$ cat src/rtl/line_ram_pkg.sv
// Shared definitions for the line RAM arbiter: FSM state encoding and default bus widths.
package line_ram_pkg;

  localparam int DEF_ADDR_W = 8;
  localparam int DEF_DATA_W = 8;

  typedef enum logic [1:0] {
    ST_IDLE = 2'b00,
    ST_OWN0 = 2'b01,
    ST_OWN1 = 2'b10
  } state_t;

endpackage

$ cat src/rtl/line_ram_arbiter_if.sv
// Bundle of the two requester ports and the RAM pins owned by the line RAM arbiter.
interface line_ram_arbiter_if
  import line_ram_pkg::*;
#(
  parameter int ADDR_W = DEF_ADDR_W,
  parameter int DATA_W = DEF_DATA_W
) ();

  logic              req0, req1;
  logic              we0, we1;
  logic [ADDR_W-1:0] addr0, addr1;
  logic [DATA_W-1:0] wdata0, wdata1;
  logic              gnt0, gnt1;
  logic              rvalid0, rvalid1;
  logic [DATA_W-1:0] rdata;
  logic [ADDR_W-1:0] ram_addr;
  logic              ram_write;
  logic [DATA_W-1:0] ram_data_in;
  logic [DATA_W-1:0] ram_data_out;

  // Arbiter side.
  modport slave (
    input  req0, req1, we0, we1, addr0, addr1, wdata0, wdata1, ram_data_out,
    output gnt0, gnt1, rvalid0, rvalid1, rdata, ram_addr, ram_write, ram_data_in
  );

  // Line engines plus RAM side.
  modport master (
    output req0, req1, we0, we1, addr0, addr1, wdata0, wdata1, ram_data_out,
    input  gnt0, gnt1, rvalid0, rvalid1, rdata, ram_addr, ram_write, ram_data_in
  );

endinterface

$ cat src/rtl/line_ram_hold_timer.sv
// Counts granted access cycles of the current owner; expired flags the last allowed cycle.
module line_ram_hold_timer #(
  parameter int MAX_HOLD = 64
) (
  input  logic clock,
  input  logic reset,
  input  logic count_en,
  input  logic clear,
  output logic expired
);

  localparam int CNT_W = (MAX_HOLD > 2) ? $clog2(MAX_HOLD) : 1;
  localparam logic [CNT_W-1:0] LAST = CNT_W'(MAX_HOLD - 1);

  logic [CNT_W-1:0] count;

  // Saturates at LAST so preemption fires as soon as the other side asks.
  always_ff @(posedge clock or negedge reset) begin
    if (!reset) begin
      count <= '0;
    end else if (clear) begin
      count <= '0;
    end else if (count_en && !expired) begin
      count <= count + CNT_W'(1);
    end
  end

  assign expired = (count == LAST);

endmodule

$ cat src/rtl/line_ram_arbiter.sv
// Burst-granting round-robin arbiter sharing the 256x8 line RAM between RX writer and TX reader.
// Optional forced release after MAX_HOLD granted cycles: define LINE_RAM_ARB_TIMEOUT_EN.
module line_ram_arbiter
  import line_ram_pkg::*;
#(
  parameter int ADDR_W   = DEF_ADDR_W,
  parameter int DATA_W   = DEF_DATA_W,
  parameter int MAX_HOLD = 64
) (
  input logic               clock,
  input logic               reset,
  line_ram_arbiter_if.slave bus
);

  state_t            state, state_nxt;
  logic              last_owner, last_owner_nxt;
  logic              gnt0, gnt1;
  logic              rvalid0_q, rvalid1_q;
  logic              hold_expired;
  logic [ADDR_W-1:0] addr_mux;
  logic [DATA_W-1:0] wdata_mux;
  logic              write_mux;

  if (MAX_HOLD < 2) begin : g_max_hold_check
    $error("line_ram_arbiter: MAX_HOLD must be at least 2");
  end

  assign gnt0 = (state == ST_OWN0);
  assign gnt1 = (state == ST_OWN1);

`ifdef LINE_RAM_ARB_TIMEOUT_EN
  logic hold_en;
  logic hold_clear;

  assign hold_en    = (gnt0 & bus.req0) | (gnt1 & bus.req1);
  assign hold_clear = (state == ST_IDLE) || (state_nxt != state);

  line_ram_hold_timer #(
    .MAX_HOLD (MAX_HOLD)
  ) u_hold_timer (
    .clock    (clock),
    .reset    (reset),
    .count_en (hold_en),
    .clear    (hold_clear),
    .expired  (hold_expired)
  );
`else
  assign hold_expired = 1'b0;
`endif

  // NOTE: every always_comb output gets a default first, so no path can infer a latch.
  always_comb begin
    state_nxt      = state;
    last_owner_nxt = last_owner;
    unique case (state)
      ST_IDLE: begin
        if (bus.req0 && bus.req1) state_nxt = last_owner ? ST_OWN0 : ST_OWN1;
        else if (bus.req0)        state_nxt = ST_OWN0;
        else if (bus.req1)        state_nxt = ST_OWN1;
      end
      ST_OWN0: begin
        if (!bus.req0) begin
          last_owner_nxt = 1'b0;
          state_nxt      = bus.req1 ? ST_OWN1 : ST_IDLE;
        end else if (hold_expired && bus.req1) begin
          last_owner_nxt = 1'b0;
          state_nxt      = ST_OWN1;
        end
      end
      ST_OWN1: begin
        if (!bus.req1) begin
          last_owner_nxt = 1'b1;
          state_nxt      = bus.req0 ? ST_OWN0 : ST_IDLE;
        end else if (hold_expired && bus.req0) begin
          last_owner_nxt = 1'b1;
          state_nxt      = ST_OWN0;
        end
      end
      default: state_nxt = ST_IDLE;
    endcase
  end

  // RAM pins follow the owner; a dropped req is a release, so it never writes.
  always_comb begin
    addr_mux  = '0;
    wdata_mux = '0;
    write_mux = 1'b0;
    unique case (state)
      ST_OWN0: begin
        addr_mux  = bus.addr0;
        wdata_mux = bus.wdata0;
        write_mux = bus.req0 & bus.we0;
      end
      ST_OWN1: begin
        addr_mux  = bus.addr1;
        wdata_mux = bus.wdata1;
        write_mux = bus.req1 & bus.we1;
      end
      default: ;
    endcase
  end

  // NOTE: sequential state uses non-blocking assignments so all registers update from pre-edge values.
  always_ff @(posedge clock or negedge reset) begin
    if (!reset) begin
      state      <= ST_IDLE;
      last_owner <= 1'b1;
      rvalid0_q  <= 1'b0;
      rvalid1_q  <= 1'b0;
    end else begin
      state      <= state_nxt;
      last_owner <= last_owner_nxt;
      rvalid0_q  <= gnt0 & bus.req0 & ~bus.we0;
      rvalid1_q  <= gnt1 & bus.req1 & ~bus.we1;
    end
  end

  assign bus.gnt0        = gnt0;
  assign bus.gnt1        = gnt1;
  assign bus.rvalid0     = rvalid0_q;
  assign bus.rvalid1     = rvalid1_q;
  assign bus.rdata       = bus.ram_data_out;
  assign bus.ram_addr    = addr_mux;
  assign bus.ram_data_in = wdata_mux;
  assign bus.ram_write   = write_mux;

endmodule

$ cat src/flat_wrapper.sv
// flat-port wrapper written by rule: the top's interface ports become plain ports
module line_ram_arbiter_flat import line_ram_pkg::*;
#(
  parameter int ADDR_W   = DEF_ADDR_W,
  parameter int DATA_W   = DEF_DATA_W,
  parameter int MAX_HOLD = 64
)
  (clock, reset, bus_req0, bus_req1, bus_we0, bus_we1, bus_addr0, bus_addr1, bus_wdata0, bus_wdata1, bus_ram_data_out, bus_gnt0, bus_gnt1, bus_rvalid0, bus_rvalid1, bus_rdata, bus_ram_addr, bus_ram_write, bus_ram_data_in);
  line_ram_arbiter_if #(.ADDR_W(ADDR_W), .DATA_W(DATA_W)) bus_i ();
  input logic clock;
  input logic reset;
  input wire logic [$bits(bus_i.req0)-1:0] bus_req0;
  input wire logic [$bits(bus_i.req1)-1:0] bus_req1;
  input wire logic [$bits(bus_i.we0)-1:0] bus_we0;
  input wire logic [$bits(bus_i.we1)-1:0] bus_we1;
  input wire logic [$bits(bus_i.addr0)-1:0] bus_addr0;
  input wire logic [$bits(bus_i.addr1)-1:0] bus_addr1;
  input wire logic [$bits(bus_i.wdata0)-1:0] bus_wdata0;
  input wire logic [$bits(bus_i.wdata1)-1:0] bus_wdata1;
  input wire logic [$bits(bus_i.ram_data_out)-1:0] bus_ram_data_out;
  output wire logic [$bits(bus_i.gnt0)-1:0] bus_gnt0;
  output wire logic [$bits(bus_i.gnt1)-1:0] bus_gnt1;
  output wire logic [$bits(bus_i.rvalid0)-1:0] bus_rvalid0;
  output wire logic [$bits(bus_i.rvalid1)-1:0] bus_rvalid1;
  output wire logic [$bits(bus_i.rdata)-1:0] bus_rdata;
  output wire logic [$bits(bus_i.ram_addr)-1:0] bus_ram_addr;
  output wire logic [$bits(bus_i.ram_write)-1:0] bus_ram_write;
  output wire logic [$bits(bus_i.ram_data_in)-1:0] bus_ram_data_in;
  assign bus_i.req0 = bus_req0;
  assign bus_i.req1 = bus_req1;
  assign bus_i.we0 = bus_we0;
  assign bus_i.we1 = bus_we1;
  assign bus_i.addr0 = bus_addr0;
  assign bus_i.addr1 = bus_addr1;
  assign bus_i.wdata0 = bus_wdata0;
  assign bus_i.wdata1 = bus_wdata1;
  assign bus_i.ram_data_out = bus_ram_data_out;
  assign bus_gnt0 = bus_i.gnt0;
  assign bus_gnt1 = bus_i.gnt1;
  assign bus_rvalid0 = bus_i.rvalid0;
  assign bus_rvalid1 = bus_i.rvalid1;
  assign bus_rdata = bus_i.rdata;
  assign bus_ram_addr = bus_i.ram_addr;
  assign bus_ram_write = bus_i.ram_write;
  assign bus_ram_data_in = bus_i.ram_data_in;
  line_ram_arbiter #(.ADDR_W(ADDR_W), .DATA_W(DATA_W), .MAX_HOLD(MAX_HOLD)) u_core (.clock(clock), .reset(reset), .bus(bus_i));
endmodule
$ cat config.mk
export PLATFORM = sky130hd
export DESIGN_NAME = line_ram_arbiter_flat
export DESIGN_NICKNAME = d
export VERILOG_FILES = /design/src/rtl/line_ram_pkg.sv /design/src/rtl/line_ram_arbiter_if.sv /design/src/rtl/line_ram_hold_timer.sv /design/src/rtl/line_ram_arbiter.sv /design/src/flat_wrapper.sv
export SDC_FILE = /design/constraint.sdc
export NUM_CORES = 1
export LEC_CHECK = 0
export BUFFER_PORTS_ARGS = -buffer_cell sky130_fd_sc_hd__buf_2
export CAP_MARGIN = 20
export CORE_UTILIZATION = 36
export CTS_CLUSTER_SIZE = 14
export DETAILED_ROUTE_END_ITERATION = 12
export PLACE_DENSITY_LB_ADDON = 0.15
export SLEW_MARGIN = 20
export SYNTH_ARGS = -nofsm -noshare
export SYNTH_HDL_FRONTEND = slang
export SYNTH_SLANG_ARGS = --single-unit
$ cat constraint.sdc
create_clock -name clock -period 2.9 [get_ports clock]
set_input_delay 0.58 -clock clock [delete_from_list [all_inputs] [get_ports clock]]
set_output_delay 0.58 -clock clock [all_outputs]
set_load 0.05 [all_outputs]
=== After elaboration in Yosys (flattened, before gate mapping) ===
Index checks and enable logic that the tools add are counted.

* Equality and inequality tests: 5
* Multiplexer cells: 15
* Bitwise logic cells: 8
* Reduce and logical (&&, ||, !) cells: 5

{| class="wikitable"
|+ Operator list
! cell !! number
|-
| 8-bit case mux with 2 select lines || 2
|-
| 2-bit 2-to-1 mux || 7
|-
| 1-bit AND || 6
|-
| 2-bit case mux with 3 select lines || 1
|-
| 3-bit AND reduction || 2
|-
| 2-bit != test (second input constant) || 2
|-
| 4-bit by 3-bit != test with 1-bit output (second input constant) || 1
|-
| 1-bit case mux with 2 select lines || 2
|-
| 1-bit 2-to-1 mux || 3
|-
| 2-bit by 1-bit equality test with 1-bit output (second input constant) || 1
|-
| 2-bit equality test (second input constant) || 1
|-
| 2-bit logical NOT || 1
|-
| 1-bit NOT || 2
|-
| 2-bit nonzero test || 1
|-
| 1-bit logical AND || 1
|}

* Register bits after elaboration: 5
* Input bits: 46
* Output and inout bits: 29
* Word-level logic and storage cells: 37

=== Depth between registers and ports, before layout ===
Gate-level depths: netlist (run 1).

* Word-level depth: 4
* Depth in mapped cells: 6
* Gate-level depth less buffers: 5

=== Least setup slack after synthesis (run 1) ===
Ideal clock, no wire load.

* Path kind: reg-to-output
* Start: register u_core.state[1]
* End: output bus_ram_write
* Arrival time: 2.344 ns
* Data required time: 2.320 ns
* Path slack: -0.024 ns
* Stages on the path, launching flop included: 5
* Buffers on the path: 0
* Cells stage by stage: dfrtp_1 -> inv_1 -> ha_1 -> nand3_1 -> a21boi_0

* Word-level cells in the longest chain between the ends: 2
* Elaborated cells between the ends (all ways): 3
* Classes of those cells: eq/ne (2); mux (1)

{| class="wikitable"
|+ RTL lines
! what !! RTL line !! RTL
|-
| start, declared || line_ram_arbiter.sv:15 || <nowiki>state_t state, state_nxt;</nowiki>
|-
| start signal, assigned || line_ram_arbiter.sv:111 || <nowiki>state <= state_nxt;</nowiki>
|-
| 2-bit by 1-bit equality test with 1-bit output || - ||
|-
| net bus_gnt0 || flat_wrapper.sv:21 || <nowiki>output wire logic [$bits(bus_i.gnt0)-1:0] bus_gnt0;</nowiki>
|-
| 1-bit case mux with 2 select lines || line_ram_arbiter.sv:88 || <nowiki>unique case (state)</nowiki>
|-
| end, declared || flat_wrapper.sv:27 || <nowiki>output wire logic [$bits(bus_i.ram_write)-1:0] bus_ram_write;</nowiki>
|}

The timed path passes the listed nets, and every way through them passes these cells.

=== Worst setup path in the final report (run 1) ===
* Start: register u_core.state[0]
* End: output bus_ram_data_in[5]

* Word-level cells in the longest chain between the ends: 2
* Elaborated cells between the ends (all ways): 3
* Classes of those cells: eq/ne (2); mux (1)

{| class="wikitable"
|+ RTL lines
! what !! RTL line !! RTL
|-
| 2-bit equality test or 2-bit by 1-bit equality test with 1-bit output (tied branches) || line_ram_arbiter.sv:88 ||
|-
| 8-bit case mux with 2 select lines (*) || line_ram_arbiter.sv:88 ||
|-
| end, declared || flat_wrapper.sv:28 || <nowiki>output wire logic [$bits(bus_i.ram_data_in)-1:0] bus_ram_data_in;</nowiki>
|}

Every way passes the cells marked *; elsewhere a longest branch is shown, timed or not.

==> metrics, run 1 <==
CP max FO=17; fill count=around 180; Clock Tree Root=clkbuf_4; Reg clk slew, reported paths=approximately 0.050 ns; initial antenna violation count=0; Least-Margin Pin Slew=around 0.58 ns; clock skew=about 0.0036 ns; wire length per cell=approximately 12 um; DRC Markers=0; warnings from Yosys=0; Syn-to-layout area delta=39.4%; Setup crit end kind=output pin; drt pass-1 iters=4; vias in the first global route=580; Critical Path AT=1.90 ns; post-CTS setup buffers=0; max-slew violation count=0; max frequency=403 MHz; register area share after synthesis=0.189; Max IR drop VDD=between 0.4 and 0.5 mV; Final Hold Violating Endpoints=0; Synth Register Bits=5; largest net degree at the start of global routing=18; antenna fix cells=0; Reg2Reg Setup Slack=between 1 and 1.5 ns; crit share post-route=0.856; sequential cell area=126 sq um; Startpoint Class=flip-flop; Total Routing Usage GR=0.174; # resized after CTS=0; CTS H-tree depth=1; drt via density=around 4.9; initial DRC count=10; DIE AREA=2030 sq um; Rel. slew slack=0.612; overall power=about 1.1 mW; Static Leak=between 0.5 and 0.6 nW; Reg-to-Reg Start=u_core.state[0]; RSZ-0062 raised after global routing=no; Synth Instances=between 70 and 80; R2R cell count=5; cell area after synthesis=between 600 and 700 sq um; Routed WL=roughly 1800 um; Hold Buf Count CTS=0; Fin Hold WS=between 0.1 and 0.15 ns; final core occ=0.538; vias=750; min cycle time layout=around 2.5 ns; WS Path Type=reg -> out; gr ovfl total=0; Post-Route Setup TNS=0 ns; Crit path largest cell delay=about 0.54 ns; core area=between 1500 and 2000 sq um; CTS Sinks=5; Yosys cell types=22; Die X=around 45 um; Antenna Violating Nets Remaining=0; share of the synthesized area in the top cell type=0.180; Nets=about 180; leading area contributor after synthesis=a22oi_1; Worst Path Required=between 2 and 2.5 ns; row cnt=15; top cells by area, synth=a22oi_1 18%, dfrtp_1 15%, nor2b_1 15%, ha_1 11%, buf_4 10%; status=complete, no violations; P per Cell Area=approximately 1200 nW/um^2; endpoints failing setup=0; critical path cell sequence=inv_1 > ha_1 > a22oi_1 > nor2b_1 > buf_2; multi-input logic area=~440 sq um; starting density of the core=0.386; port bufs=58; average size of a mapped cell=approximately 8.4 sq um; RR Endpoint=u_core.last_owner; post-DP HPWL=roughly 1400 um; Crit-path slowest cell=ha_1; syn_nets=about 130; global-route wire length before repair=roughly 2500 um; max_cap viols=0; Final GP Congestion=0.820; Ports=between 70 and 80; total CTS buffers=3; hold crit path type=in -> async; TritonCTS clock tree=done; layout cell share with drive strength beyond 1=0.508; clk_lat worst skew=between 0.2 and 0.25 ns; Chip Height=45.0 um; maximum buffer depth of the clock tree=2
==> per-stage QoR <==
stage                     cells  area, sq um  setup WS (ns)
after detailed placement    149          903          0.658
after global routing        153          930          0.271
final                       153          930          0.416
after floorplan              79          667          0.157
after CTS                   153          930          0.393
after global placement      149          903          0.730
==> where the power goes <==
part	switching [mW]	total, mW	internal (mW)
sequential	0.0194	0.115	0.0960
clock	0.0310	0.0832	0.0522
combinational	0.597	0.880	0.283
==> critical path: cells and delay by family, from the launching register on <==
family | cells | cell delay [ns]
AOI/OAI and AO/OA | 1 | 0.19
adders and majority gates | 1 | 0.54
buffers and inverters | 2 | 0.38
DFF | 1 | 0.41
and+or+nand+nor | 1 | 0.13
==> cells in the final DEF, fill, tap and decap left out <==
| cell type | netlist | final |
|---|---|---|
| clkbuf_1 | 2 | 1 |
| clkbuf_4 | 0 | 3 |
| o41ai_2 | 2 | 2 |
| dfstp_2 | 1 | 1 |
| and3b_1 | 1 | 1 |
| nor3b_1 | 1 | 1 |
| dfrtp_1 | 4 | 4 |
| a22oi_1 | 16 | 16 |
| nor2b_1 | 16 | 16 |
| buf_2 | 2 | 58 |
| mux2_1 | 1 | 1 |
| nor2_1 | 4 | 4 |
| nand3_1 | 2 | 2 |
| a22o_4 | 1 | 1 |
| a21boi_1 | 0 | 1 |
| o21ai_0 | 2 | 2 |
| ha_1 | 6 | 6 |
| inv_1 | 3 | 3 |
| nand2_1 | 2 | 2 |
| a221oi_1 | 1 | 1 |
| a21oi_1 | 1 | 1 |
| or2b_1 | 1 | 1 |
==> final cells by class <==
type | count | share of cell area
multi-input cells | 58 | 0.478
flip-flops and latches | 5 | 0.136
inverters | 3 | 0.0121
clock buffers | 4 | 0.0283
repair buffers | 58 | 0.312
well taps | 25 | 0.0336
==> sequential cells by signal, summed over array words and instances (netlist names) <==
signal	count
u_core.state	2
u_core.bus.rvalid0	1
u_core.bus.rvalid1	1
u_core.last_owner	1
==> per-layer routing <==
metal	part of all wire	track usage
met2	0.50	0.278
met4	0.0088	0.0667
met5	0	0
met3	0.079	0.0800
met1	0.41	0.202
==> cell usage after synthesis, drive strengths merged <==
cell,count
clkbuf,2
nand3,2
mux2,1
a221oi,1
and3b,1
a21boi,1
nor2,4
inv,3
ha,6
dfstp,1
a21oi,1
buf,11
nand2,2
or2b,1
a22oi,16
dfrtp,4
nor2b,16
o21ai,2
o41ai,2
a22o,1
nor3b,1
==> cells by family (layout without fill, tap and decap cells) <==
kind of cell,count (synthesis),in the layout,share of synthesized area
simple gates,27,27,0.235
compound gates,24,24,0.302
buf+inv,16,65,0.144
fa+ha+maj,6,6,0.113
flops,5,5,0.190
mux,1,1,0.0169
==> worst max-delay path by stage <==
stage                    start                  to  slack (ns)  depth (start not counted)
2_1_floorplan  u_core.state[0]     bus_ram_addr[0]        0.16                          6
3_3_place_gp   u_core.state[0]     bus_ram_addr[2]        0.73                          5
3_5_place_dp   u_core.state[0]  bus_ram_data_in[5]        0.66                          5
4_1_cts        u_core.state[0]  bus_ram_data_in[5]        0.39                          5
5_1_grt        u_core.state[0]     bus_ram_addr[0]        0.27                          5
6_report       u_core.state[0]  bus_ram_data_in[5]        0.42                          5
Power figures use the tool's default switching activity.
==> inputs of run 2 (changes only) <==
--- a/config.mk
+++ b/config.mk
@@ -7,7 +7,8 @@
 export LEC_CHECK = 0
 export BUFFER_PORTS_ARGS = -buffer_cell sky130_fd_sc_hd__buf_2
 export CAP_MARGIN = 20
-export CORE_UTILIZATION = 36
+export CORE_UTILIZATION = 37
+export CTS_BUF_LIST = sky130_fd_sc_hd__clkbuf_8
 export CTS_CLUSTER_SIZE = 14
 export DETAILED_ROUTE_END_ITERATION = 12
 export PLACE_DENSITY_LB_ADDON = 0.15
==> run 2 against run 1 <==
  * Non-clock buffer count unchanged
  * Clock skew down 0.0023 ns
  * Routed wire length is 1.8% higher
  * Setup slack improved by 0.013 ns
  * Critical path type unchanged
  * Largest cell class unchanged
  * Highest routed layer unchanged
==> metrics, run 2 (synthesized netlist as in run 1, its figures left out) <==
status=complete, no violations; combinational power share=0.786; clk_lat worst skew=approximately 0.22 ns; Reg-to-Reg Start=u_core.state[0]; Hold Buf Count CTS=0; maximum buffer depth of the clock tree=2; Rel. slew slack=0.619; Crit path largest cell delay=around 0.53 ns; CP max FO=17; most frequent cells in the layout=58 x buf_2, 16 x a22oi_1, 16 x nor2b_1; Ports=75; Post-Route Setup TNS=0 ns; Max Used Layer=met4; Syn-to-layout area delta=42.0%; max_cap viols=0; global-route wire length before repair=about 2700 um; Max IR drop VDD=~0.68 mV; dpl ws=0.659 ns; starting density of the core=0.418; crit share post-route=0.852; row cnt=14; vias in the first global route=a little over 600; Total Routing Usage GR=0.181; Least-Margin Pin Slew=approximately 0.57 ns; Top reg by flops=u_core.state; number of flip-flops in the largest register=2; drt pass-1 iters=4; WS Path Type=reg -> out; min cycle time layout=roughly 2.5 ns; DIE AREA=1980 sq um; CTS H-tree depth=1; Startpoint Class=flip-flop; Crit path buffers/inverters=2; R2R cell count=5; Routed WL=roughly 1800 um; critical path cell sequence=inv_1 > ha_1 > a22oi_1 > nor2b_1 > buf_2; Critical Path AT=between 1.5 and 2 ns; Nets=181; DR WL met3=158 um; Clock Tree Root=clkbuf_8; Reg clk slew, reported paths=0.03 ns; Static Leak=around 0.51 nW; dpl cells=approximately 150; endpoints failing setup=0; clock skew=between 0.001 and 0.0015 ns; Die X=about 44 um; initial antenna violation count=0; antenna fix cells=0; Reg2Reg Setup Slack=between 1 and 1.5 ns; Chip Height=around 44 um; Clock Power Share=0.109; most common cell after layout, fill and taps aside=buf_2; DRC Markers=0; NetSw=0.651 mW; core area=between 1500 and 2000 sq um; CTS Sinks=5; # resized after CTS=0; Antenna Violating Nets Remaining=0; P_int=between 0.4 and 0.5 mW; initial DRC count=24; post-CTS setup buffers=0; Fin Hold WS=~0.16 ns; RR Endpoint=u_core.last_owner; Setup crit end kind=output pin; P per Cell Area=1180 nW/um^2; Crit-path slowest cell=ha_1; largest net degree at the start of global routing=18; sequential share of power=0.104; Worst Path Required=approximately 2.3 ns; delay-heaviest family, CP=adder cells; max frequency=405 MHz; RSZ-0062 raised after global routing=no; post-DP HPWL=between 1000 and 1500 um; sw frac=0.581; TritonCTS clock tree=done; total CTS buffers=3; port bufs=a little under 60; vias=roughly 770; non-filler instance count after layout=about 150; layout cell share with drive strength beyond 1=0.508; DR WL met2=around 900 um; gr ovfl total=0; post-route setup slack=roughly 0.43 ns; Final GP Congestion=between 0.8 and 0.9; drt via density=between 5 and 6; hold crit path type=in -> async; max-slew violation count=0; Final Hold Violating Endpoints=0; Post-Route M1 WL=approximately 770 um; wire length per cell=between 10 and 15 um
==> run 2: worst register-to-register path: cells and delay by family, from the launching register on <==
family          cells  cell delay, ns
mux                 1            0.32
flops               1            0.41
fa+ha+maj           1            0.30
buf+inv             1            0.11
compound gates      1            0.31
simple gates        1            0.10
==> run 2: worst max-delay path by stage <==
stage / start / to / cells past startpoint
6_report: u_core.state[0] / bus_ram_data_in[7] / 5
5_1_grt: u_core.state[0] / bus_ram_data_in[7] / 5
4_1_cts: u_core.state[0] / bus_ram_data_in[7] / 5
3_5_place_dp: u_core.state[0] / bus_ram_data_in[7] / 5
3_3_place_gp: u_core.state[0] / bus_ram_addr[3] / 5
2_1_floorplan: u_core.state[0] / bus_ram_addr[0] / 6
==> run 2: per-layer routing <==
| layer | vias to the layer above | global-route usage |
|---|---|---|
| li1 | 371 | - |
| met1 | 350 | 0.223 |
| met2 | 43 | 0.303 |
| met3 | 2 | 0.0367 |
| met4 | 0 | 0.0848 |
| met5 | - | 0 |
==> run 2: layout make-up <==
| type | instances | area (sq um) |
|---|---|---|
| fill | 159 | 647 |
| multi-input combinational | 58 | 444 |
| timing repair buffer | 58 | 290 |
| sequential | 5 | 126 |
| clock buffer | 3 | 41.3 |
| tap | 24 | 30.0 |
| inverter | 3 | 11.3 |
| clock inverter | 1 | 3.75 |
==> run 2: metrics by stage <==
stage | util | area (sq um) | power [mW]
after floorplan | - | 667 | 0.869
after global placement | 0.566 | 902 | 0.995
after detailed placement | 0.566 | 902 | 1.00
after CTS | 0.594 | 947 | 1.13
after global routing | 0.594 | 947 | 1.20
final | 0.594 | 947 | 1.12
==> run 2: power groups by stage <==
stage          Combinational, mW  Sequential, mW  Clock [mW]
2_1_floorplan              0.745           0.124           0
3_3_place_gp               0.879           0.116           0
3_5_place_dp               0.884           0.117           0
4_1_cts                    0.885           0.117       0.128
5_1_grt                    0.950           0.122       0.130
6_report                   0.881           0.117       0.122
==> inputs of run 3 (changes only) <==
--- a/config.mk
+++ b/config.mk
@@ -7,7 +7,7 @@
 export LEC_CHECK = 0
 export BUFFER_PORTS_ARGS = -buffer_cell sky130_fd_sc_hd__buf_2
 export CAP_MARGIN = 20
-export CORE_UTILIZATION = 37
+export CORE_UTILIZATION = 35
 export CTS_BUF_LIST = sky130_fd_sc_hd__clkbuf_8
 export CTS_CLUSTER_SIZE = 14
 export DETAILED_ROUTE_END_ITERATION = 12
==> constraint.sdc (replaced) <==
create_clock -name clock -period 2.6 [get_ports clock]
set_input_delay 0.52 -clock clock [delete_from_list [all_inputs] [get_ports clock]]
set_output_delay 0.52 -clock clock [all_outputs]
set_load 0.05 [all_outputs]
==> run 3 against run 2 <==
  * Utilization decreased by 4.0 points
  * Largest cell class unchanged
  * Via count decreased by 2.6%
  * Cell count increased by 1.3%
  * Final area increased by 3.3%
  * Clock skew about the same
  * Combinational power increased by 16%
  * Routed wire length decreased by 0.43%
  * Flip-flop and latch count unchanged
==> metrics, run 3 (synthesized netlist as in run 1, its figures left out) <==
clock skew=0.00146 ns; drt pass-1 iters=4; Reg2Reg Setup Slack=1.00 ns; number of flip-flops in the largest register=2; delay-heaviest family, CP=adder cells; antenna fix cells=0; initial antenna violation count=0; crit share post-route=0.924; Post-Route Setup TNS=0 ns; Crit path buffers/inverters=2; global-route wire length before repair=approximately 2500 um; Least-Margin Pin Slew=approximately 0.57 ns; Top reg by flops=u_core.state; Reg clk slew, reported paths=0.03 ns; layout cell share with drive strength beyond 1=0.581; Clock Tree Root=clkbuf_8; Worst path depth=5; Final GP Congestion=roughly 0.8; drt via density=between 4 and 5; Worst Setup SP=u_core.state[0]; port bufs=58; Setup crit end kind=output pin; R2R cell count=5; RSZ-0062 raised after global routing=no; CTS H-tree depth=1; max frequency=roughly 420 MHz; endpoints failing setup=0; wire length per cell=about 12 um; TritonCTS clock tree=done; Crit path largest cell delay=approximately 0.53 ns; hold crit path type=in -> async; starting density of the core=0.378; Chip Height=around 46 um; Hold Buf Count CTS=0; post-CTS setup buffers=0; DP Area=about 930 sq um; status=complete, no violations; overall power=1.29 mW; Die X=between 40 and 50 um; Startpoint Class=flip-flop; Nets=roughly 180; maximum buffer depth of the clock tree=2; Antenna Violating Nets Remaining=0; core area=1760 sq um; # resized after CTS=0; critical path cell sequence=inv_1 > ha_1 > a22oi_1 > nor2b_2 > buf_2; CP max FO=17; Critical Path AT=about 1.9 ns; gr ovfl total=0; Crit-path slowest cell=ha_1; largest net degree at the start of global routing=18; Final Hold Violating Endpoints=0; most common cell after layout, fill and taps aside=buf_2; Static Leak=between 0.5 and 0.6 nW; vias in the first global route=616; Worst Path Required=2.08 ns; total CTS buffers=3; Rel. slew slack=0.620; dpl cells=150; WS Path Type=reg -> out; final core occ=0.555; max-slew violation count=0; min cycle time layout=~2.4 ns; DIE AREA=around 2100 sq um; vias=between 700 and 800; row cnt=15; Setup crit end=bus_ram_addr[5]; initial DRC count=19; Routed WL=1830 um; post-DP HPWL=about 1500 um; non-filler instance count after layout=~150; Total Routing Usage GR=0.166; DRC Markers=0; most frequent cells in the layout=58 x buf_2, 16 x a22oi_1, 9 x nor2b_2; Max IR drop VDD=~0.6 mV; RR Endpoint=u_core.last_owner; post-route cell area=978 sq um; clk_lat worst skew=between 0.2 and 0.25 ns; max_cap viols=0; Reg-to-Reg Start=u_core.state[0]; Syn-to-layout area delta=46.7%; CTS Sinks=5; Ports=75; P per Cell Area=between 1000 and 1500 nW/um^2
## run 3: changes by cell type in the layout (fill, tap and decap cells not counted), sizes merged
| cell | before | now |
|---|---|---|
| buf | 58 | 59 |
## run 3: worst min path at each step
stage / endpoint / depth (start not counted) / slack [ns] / from
global placement: u_core.bus.rvalid0 / 1 / 0.33 / reset
finish: u_core.bus.rvalid0 / 1 / 0.11 / reset
floorplan: u_core.bus.rvalid0 / 0 / 0.22 / reset
detailed placement: u_core.state[0] / 1 / 0.34 / reset
CTS: u_core.bus.rvalid0 / 1 / 0.10 / reset
global route: u_core.state[0] / 1 / 0.11 / reset
## run 3: worst reg2reg max path: stages (launching register included)
cell     delay, ns
dfrtp_1       0.40
inv_1         0.10
ha_1          0.29
a22o_4        0.31
nor2_1        0.10
mux2_1        0.32
## run 3: layout make-up
class                      instances  area (sq um)
fill                             196           786
multi-input combinational         58           467
timing repair buffer              59           298
sequential                         5           126
clock buffer                       3          41.3
tap                               25          31.3
inverter                           3          11.3
clock inverter                     1          3.75
## run 3: per-stage QoR
stage | worst slack (ns) | hold slack (ns)
6_report | 0.197 | 0.108
5_1_grt | 0.0723 | 0.110
4_1_cts | 0.172 | 0.104
3_5_place_dp | 0.415 | 0.338
3_3_place_gp | 0.440 | 0.334
2_1_floorplan | 0.0618 | 0.224
## run 3: routing by layer
layer	vias up	share of wire	wire length, um	global-route usage
li1	376	-	-	-
met4	0	0	0	0.0727
met5	-	0	0	0
met3	0	0.074	135	0.0278
met2	34	0.50	914	0.289
met1	336	0.43	783	0.199
## run 3: power by group
group / internal, mW / leakage, nW / switching [mW]
registers: 0.108 / 0.0633 / 0.0234
clock network: 0.101 / 0.0269 / 0.0349
logic: 0.343 / 0.436 / 0.680
